===== src/rtl/e203_exu_oitf_trk.sv =====
// Outstanding instruction track FIFO for long-pipe instructions: allocates itags at
// dispatch, presents the oldest entry to write-back and flags RAW/WAW hazards.
module e203_exu_oitf_trk #(
  parameter int DEPTH       = 2,
  parameter int ITAG_WIDTH  = 1,
  parameter int RFIDX_WIDTH = 5,
  parameter int PC_SIZE     = 32
) (
  input  logic                   clk,
  input  logic                   rst_n,

  input  logic                   dis_ena,
  output logic                   dis_ready,
  output logic [ITAG_WIDTH-1:0]  dis_ptr,
  input  logic                   disp_i_rdwen,
  input  logic                   disp_i_rdfpu,
  input  logic [RFIDX_WIDTH-1:0] disp_i_rdidx,
  input  logic [PC_SIZE-1:0]     disp_i_pc,
  input  logic                   disp_i_rs1en,
  input  logic                   disp_i_rs2en,
  input  logic                   disp_i_rs3en,
  input  logic                   disp_i_rs1fpu,
  input  logic                   disp_i_rs2fpu,
  input  logic                   disp_i_rs3fpu,
  input  logic [RFIDX_WIDTH-1:0] disp_i_rs1idx,
  input  logic [RFIDX_WIDTH-1:0] disp_i_rs2idx,
  input  logic [RFIDX_WIDTH-1:0] disp_i_rs3idx,
  output logic                   oitfrd_match_disprs1,
  output logic                   oitfrd_match_disprs2,
  output logic                   oitfrd_match_disprs3,
  output logic                   oitfrd_match_disprd,

  input  logic                   ret_ena,
  output logic                   oitf_empty,
  output logic [ITAG_WIDTH-1:0]  oitf_ret_ptr,
  output logic [RFIDX_WIDTH-1:0] oitf_ret_rdidx,
  output logic                   oitf_ret_rdwen,
  output logic                   oitf_ret_rdfpu,
  output logic [PC_SIZE-1:0]     oitf_ret_pc
);

  localparam logic [ITAG_WIDTH-1:0] LAST_PTR = ITAG_WIDTH'(DEPTH - 1);

  logic [ITAG_WIDTH-1:0]  alc_ptr_q, alc_ptr_d;
  logic [ITAG_WIDTH-1:0]  ret_ptr_q, ret_ptr_d;
  logic                   alc_flg_q, alc_flg_d;
  logic                   ret_flg_q, ret_flg_d;

  logic [DEPTH-1:0]       vld_q, vld_d;
  logic [DEPTH-1:0]       rdwen_q;
  logic [DEPTH-1:0]       rdfpu_q;
  logic [RFIDX_WIDTH-1:0] rdidx_q [DEPTH];
  logic [PC_SIZE-1:0]     pc_q    [DEPTH];

  logic ptr_eq;
  logic empty;
  logic full;
  logic alc_fire;
  logic ret_fire;

  // Wrap flags disambiguate empty from full when the pointers coincide.
  assign ptr_eq    = (alc_ptr_q == ret_ptr_q);
  assign empty     = ptr_eq & (alc_flg_q == ret_flg_q);
  assign full      = ptr_eq & (alc_flg_q != ret_flg_q);

  assign dis_ready = ~full;
  assign alc_fire  = dis_ena & ~full;
  assign ret_fire  = ret_ena & ~empty;

  always_comb begin
    alc_ptr_d = alc_ptr_q;
    alc_flg_d = alc_flg_q;
    if (alc_fire) begin
      if (alc_ptr_q == LAST_PTR) begin
        alc_ptr_d = '0;
        alc_flg_d = ~alc_flg_q;
      end else begin
        alc_ptr_d = alc_ptr_q + 1'b1;
      end
    end
  end

  always_comb begin
    ret_ptr_d = ret_ptr_q;
    ret_flg_d = ret_flg_q;
    if (ret_fire) begin
      if (ret_ptr_q == LAST_PTR) begin
        ret_ptr_d = '0;
        ret_flg_d = ~ret_flg_q;
      end else begin
        ret_ptr_d = ret_ptr_q + 1'b1;
      end
    end
  end

  // Allocate and retire never target the same slot: that needs empty or full,
  // and each of those blocks one of the two operations.
  always_comb begin
    vld_d = vld_q;
    if (ret_fire) vld_d[ret_ptr_q] = 1'b0;
    if (alc_fire) vld_d[alc_ptr_q] = 1'b1;
  end

  always_ff @(posedge clk or negedge rst_n) begin
    if (!rst_n) begin
      alc_ptr_q <= '0;
      alc_flg_q <= 1'b0;
      ret_ptr_q <= '0;
      ret_flg_q <= 1'b0;
      vld_q     <= '0;
    end else begin
      alc_ptr_q <= alc_ptr_d;
      alc_flg_q <= alc_flg_d;
      ret_ptr_q <= ret_ptr_d;
      ret_flg_q <= ret_flg_d;
      vld_q     <= vld_d;
    end
  end

  always_ff @(posedge clk or negedge rst_n) begin
    if (!rst_n) begin
      rdwen_q <= '0;
      rdfpu_q <= '0;
      for (int i = 0; i < DEPTH; i++) begin
        rdidx_q[i] <= '0;
        pc_q[i]    <= '0;
      end
    end else begin
      for (int i = 0; i < DEPTH; i++) begin
        if (alc_fire && (alc_ptr_q == ITAG_WIDTH'(i))) begin
          rdwen_q[i] <= disp_i_rdwen;
          rdfpu_q[i] <= disp_i_rdfpu;
          rdidx_q[i] <= disp_i_rdidx;
          pc_q[i]    <= disp_i_pc;
        end
      end
    end
  end

  // Entries retiring this cycle still count: their result is not yet written back.
  always_comb begin
    oitfrd_match_disprs1 = 1'b0;
    oitfrd_match_disprs2 = 1'b0;
    oitfrd_match_disprs3 = 1'b0;
    oitfrd_match_disprd  = 1'b0;
    for (int i = 0; i < DEPTH; i++) begin
      if (vld_q[i] && rdwen_q[i]) begin
        if (disp_i_rs1en && (disp_i_rs1idx == rdidx_q[i]) && (disp_i_rs1fpu == rdfpu_q[i]))
          oitfrd_match_disprs1 = 1'b1;
        if (disp_i_rs2en && (disp_i_rs2idx == rdidx_q[i]) && (disp_i_rs2fpu == rdfpu_q[i]))
          oitfrd_match_disprs2 = 1'b1;
        if (disp_i_rs3en && (disp_i_rs3idx == rdidx_q[i]) && (disp_i_rs3fpu == rdfpu_q[i]))
          oitfrd_match_disprs3 = 1'b1;
        if (disp_i_rdwen && (disp_i_rdidx == rdidx_q[i]) && (disp_i_rdfpu == rdfpu_q[i]))
          oitfrd_match_disprd = 1'b1;
      end
    end
  end

  assign dis_ptr        = alc_ptr_q;
  assign oitf_empty     = empty;
  assign oitf_ret_ptr   = ret_ptr_q;
  assign oitf_ret_rdidx = rdidx_q[ret_ptr_q];
  assign oitf_ret_rdwen = rdwen_q[ret_ptr_q];
  assign oitf_ret_rdfpu = rdfpu_q[ret_ptr_q];
  assign oitf_ret_pc    = pc_q[ret_ptr_q];

endmodule


===== config.mk =====
export PLATFORM = sky130hd
export DESIGN_NAME = e203_exu_oitf_trk
export DESIGN_NICKNAME = d
export VERILOG_FILES = /design/src/rtl/e203_exu_oitf_trk.sv
export SDC_FILE = /design/constraint.sdc
export NUM_CORES = 1
export LEC_CHECK = 0
export BUFFER_PORTS_ARGS = -buffer_cell sky130_fd_sc_hd__clkbuf_2
export CAP_MARGIN = 5
export CORE_ASPECT_RATIO = 0.9
export CORE_UTILIZATION = 54
export CTS_BUF_LIST = sky130_fd_sc_hd__clkbuf_8
export DETAILED_ROUTE_END_ITERATION = 12
export HOLD_SLACK_MARGIN = 0.05
export PLACE_DENSITY_LB_ADDON = 0.05
export SYNTH_ARGS = -nofsm -noshare
export SYNTH_HDL_FRONTEND = slang
export SYNTH_SLANG_ARGS = --single-unit

===== constraint.sdc =====
create_clock -name clk -period 2.2 [get_ports clk]
set_input_delay 0.11 -clock clk [delete_from_list [all_inputs] [get_ports clk]]
set_output_delay 0.11 -clock clk [all_outputs]
set_load 0.02 [all_outputs]

==> results.txt <==
The critical path goes through xor2_1 -> nor4_1 -> nand4_1 -> a21boi_0 -> clkbuf_2. The logs give 0 for the aggregate global routing overflow and 0 for the initial antenna violation count. At the pin with the least slew margin, the transition time is 0.6210 ns.

The library cells used most frequently in the layout, excluding fill and tap cells, are clkbuf_2, dfrtp_1, mux2_2, mux2_4, dlygate4sd3_1. The type of element capturing the critical path is a primary output. The count of nets left with antenna violations once routing finished came out at 0. The compound-gate portion of the synthesized area is 0.01075.

For the cell count after synthesis, the log shows 313. The clock tree synthesis step divided the H-tree into 3 levels. The via-per-instance ratio was 5.160. The summed area of non-filler cells in the final layout came out at 5583 um^2. The library cell used most frequently in the layout, excluding fill and tap cells, is clkbuf_2.

For this design the static power due to leakage is 2.651 nW. For this block, the initial DRC count from the detailed router was 60. Gates resized during post-CTS repair numbered 0. The logs give 5 for the first-pass iteration count of the detailed router and 0.5720 for the starting density of the core.

Input and output buffers added on the ports amount to 110. Buffers inserted during clock tree synthesis total 9. The xor and xnor area share after synthesis was 0.1086. The DRC violations left came out at 0. The floorplan step defined a die boundary enclosing 8558 um^2. Grouping stages by cell kind, the critical path spends the most delay in simple AND/OR/NAND/NOR gates.

Once placement finished, the instance area stood at 5032 um^2. In this run the power density over the cells is 1626 nW/um^2. TritonCTS built the clock tree. The final cycle utilization of the critical path works out to 0.9383. Cell type of the slowest stage on the worst timing path: dfrtp_1. The initialized floorplan defines 30 standard-cell rows. 111 I/O pins were placed.

The sequential cells in the finished layout cover a total of 2103 um^2. Once detailed placement completed, the half-perimeter wirelength came to 6087 um. The worst path in the final design needs a cycle of 2.064 ns, including I/O delays and setup. For the worst-skew pair, the clock arrives at the later sink with an insertion delay of 0.35 ns.

In this run the vertical extent of the chip is 87.86 um. Counting the fill cells in the layout gives 581. Entering global routing, the biggest net connects 47 pins.

The type of the worst min-delay path is in2reg. The horizontal die dimension is 97.40 um, and the post-CTS repair timing setup buffer count is 0. The average cell area after synthesis is 14.13 um^2, and the endpoint required time on the critical path is 2.09 ns.

The critical path class was reg2out. After detailed routing, the average wire length per cell comes to 16.37 um. The post-synthesis cell type count was 21. The post-synthesis adder-cell area fraction was 0; the area of the core was 7732 um^2. In the final design database the tool counted 514 nets. The final count of pins violating max slew was 0; the wire length of the first global-routing pass was 14590 um.

For the global-route total usage across every layer, the log shows 0.2200. The final estimated routing congestion in global placement came out at 0.7788. The share of cells above drive strength 1 was 0.5516.

In this run, synthesis produced a sequential element count of 84. In the final layout, the multi-input gates occupy 2166 um^2. Clock skew on the completed layout was measured at 0.01247 ns. Setup repair after global routing left no endpoint under its margin.

For the final hold violation count, the log shows 0. The via count of the first global-routing pass came out at 2958. The basic-gate share of the synthesized area counting and, or, nand and nor cells was 0.04017; the area growth from synthesis to final layout was 26.22%. The count of maximum capacitance violations is 0. The share of cell area taken by muxes after synthesis came out at 0.3301. When the netlist entered floorplanning its net count stood at 377. The tools report the register area share after synthesis as 0.4752. The number of buffers and inverters on the critical path is 1, and the setup violation total in the final timing report is 0.

By area, the combinational part of the netlist is dominated by multiplexers. The clock tree root buffer cell was clkbuf_8. Deepest clock path buffer count: 2. In this design, the stage delay of the slowest critical-path cell is 0.48 ns. The tools report the number of diodes as 0. The routed design has 9020 um of wire. The logs give 1.95 ns for the worst path arrival time and 4423 um^2 for the cell area after synthesis.

Timing would allow up to 0.4844 GHz. The flow ran to the end, and the final reports show no timing, DRC or antenna violations. For the headroom to the max-slew limit, the log shows 0.5860. Adding up every negative setup slack in the final design gives 0 ns.

During synthesis, Yosys emitted a total of 0 warnings. The vias after detailed routing is 2843. For this design, the sink count on the clock tree is 84. The highest net fanout along the worst path is 6, and the worst IR drop on VDD is 771.7 uV. Clock-pin slew on the worst setup and hold paths: 0.09 ns. The critical path launch point type was a register.
synthesized netlist by cell type:
cell | instances | area share
a21boi_0 | 4 | 0.0068
buf_1 | 6 | 0.0051
buf_2 | 1 | 0.0011
buf_6 | 8 | 0.020
clkbuf_1 | 10 | 0.0085
dfrtp_1 | 84 | 0.48
mux2_1 | 3 | 0.0076
mux2_2 | 76 | 0.19
mux2_4 | 38 | 0.13
nand2_1 | 6 | 0.0051
nand2b_4 | 1 | 0.0031
nand3_4 | 1 | 0.0040
nand3b_4 | 1 | 0.0045
nand4_1 | 8 | 0.011
nor2_1 | 1 | 0.00085
nor4_1 | 8 | 0.011
o211ai_1 | 1 | 0.0017
o21ai_0 | 2 | 0.0023
xnor2_1 | 28 | 0.055
xor2_1 | 25 | 0.050
xor2_2 | 1 | 0.0037
metal layers:
layer | share of wire | vias to the layer above | global-route usage | wire, um
li1 | - | 1368 | - | -
met1 | 0.46 | 1390 | 0.2919 | 4179
met2 | 0.49 | 75 | 0.3662 | 4383
met3 | 0.039 | 10 | 0.05746 | 353
met4 | 0.012 | 0 | 0.05348 | 104
met5 | 0 | - | 0 | 0
report_power, final:
part | internal, mW | leakage, nW | total (mW) | switching [mW]
sequential | 2.36 | 0.987 | 3.02 | 0.657
clock | 0.591 | 0.108 | 1.15 | 0.555
combinational | 2.61 | 1.56 | 4.92 | 2.31
total | 5.56 | 2.65 | 9.08 | 3.52
cell type report:
type                            count  area share
Multi-Input combinational cell    204      0.3879
Sequential cell                    84      0.3767
Timing Repair Buffer              151      0.1762
Clock buffer                       11     0.02712
Tap cell                           96     0.02151
Clock inverter                      5     0.01053
state kept, by name, indices dropped and copies added, names as in the netlist:
register,cells
alc_flg_q,1
dis_ptr,1
oitf_ret_ptr,1
pc_q,64
rdfpu_q,2
rdidx_q,10
rdwen_q,2
ret_flg_q,1
vld_q,2
what timing repair did:
action | CTS | global route
hold buffers | 34 | 0
endpoints found under the setup margin | 0 | 0
endpoints found under the hold margin | 110 | 0
worst register-to-register path: stages, from the launching register on:
cell and delay [ns]:
dfrtp_1 0.41, xor2_1 0.37, nand2b_4 0.13, nand3_4 0.16, buf_4 0.30, mux2_4 0.33
through the flow:
step	power, mW	util	hold slack (ns)	instances	worst slack, ns
after floorplan	6.789	-	-0.1856	313	0.4265
after global placement	7.805	0.6508	0.1669	501	0.4539
after detailed placement	7.938	0.6508	0.1675	501	0.3909
after CTS	9.173	0.7220	0.05508	551	0.1433
after global routing	9.610	0.7220	0.05205	551	0.03175
final	9.079	0.7220	0.07146	551	0.1357
logic make-up (layout without fill, tap and decap cells):
group | count (synthesis) | in the layout
compound gates | 7 | 7
xor+xnor | 54 | 54
buf+inv | 25 | 167
flops | 84 | 84
mux | 117 | 117
simple gates | 26 | 26
final timing paths:
path	slack (ns)	to	depth (start not counted)	startpoint
max	0.14	oitfrd_match_disprs3	5	rdidx_q[3]
min	0.07	rdidx_q[9]	2	disp_i_rdidx[4]
max reg2reg	0.38	pc_q[22]	5	ret_flg_q
min reg2reg	0.49	alc_flg_q	1	alc_flg_q
max in group asynchronous	1.25	pc_q[22]	3	rst_n
min in group asynchronous	0.31	pc_q[26]	2	rst_n
No activity file was read; power rests on OpenSTA's default activity.
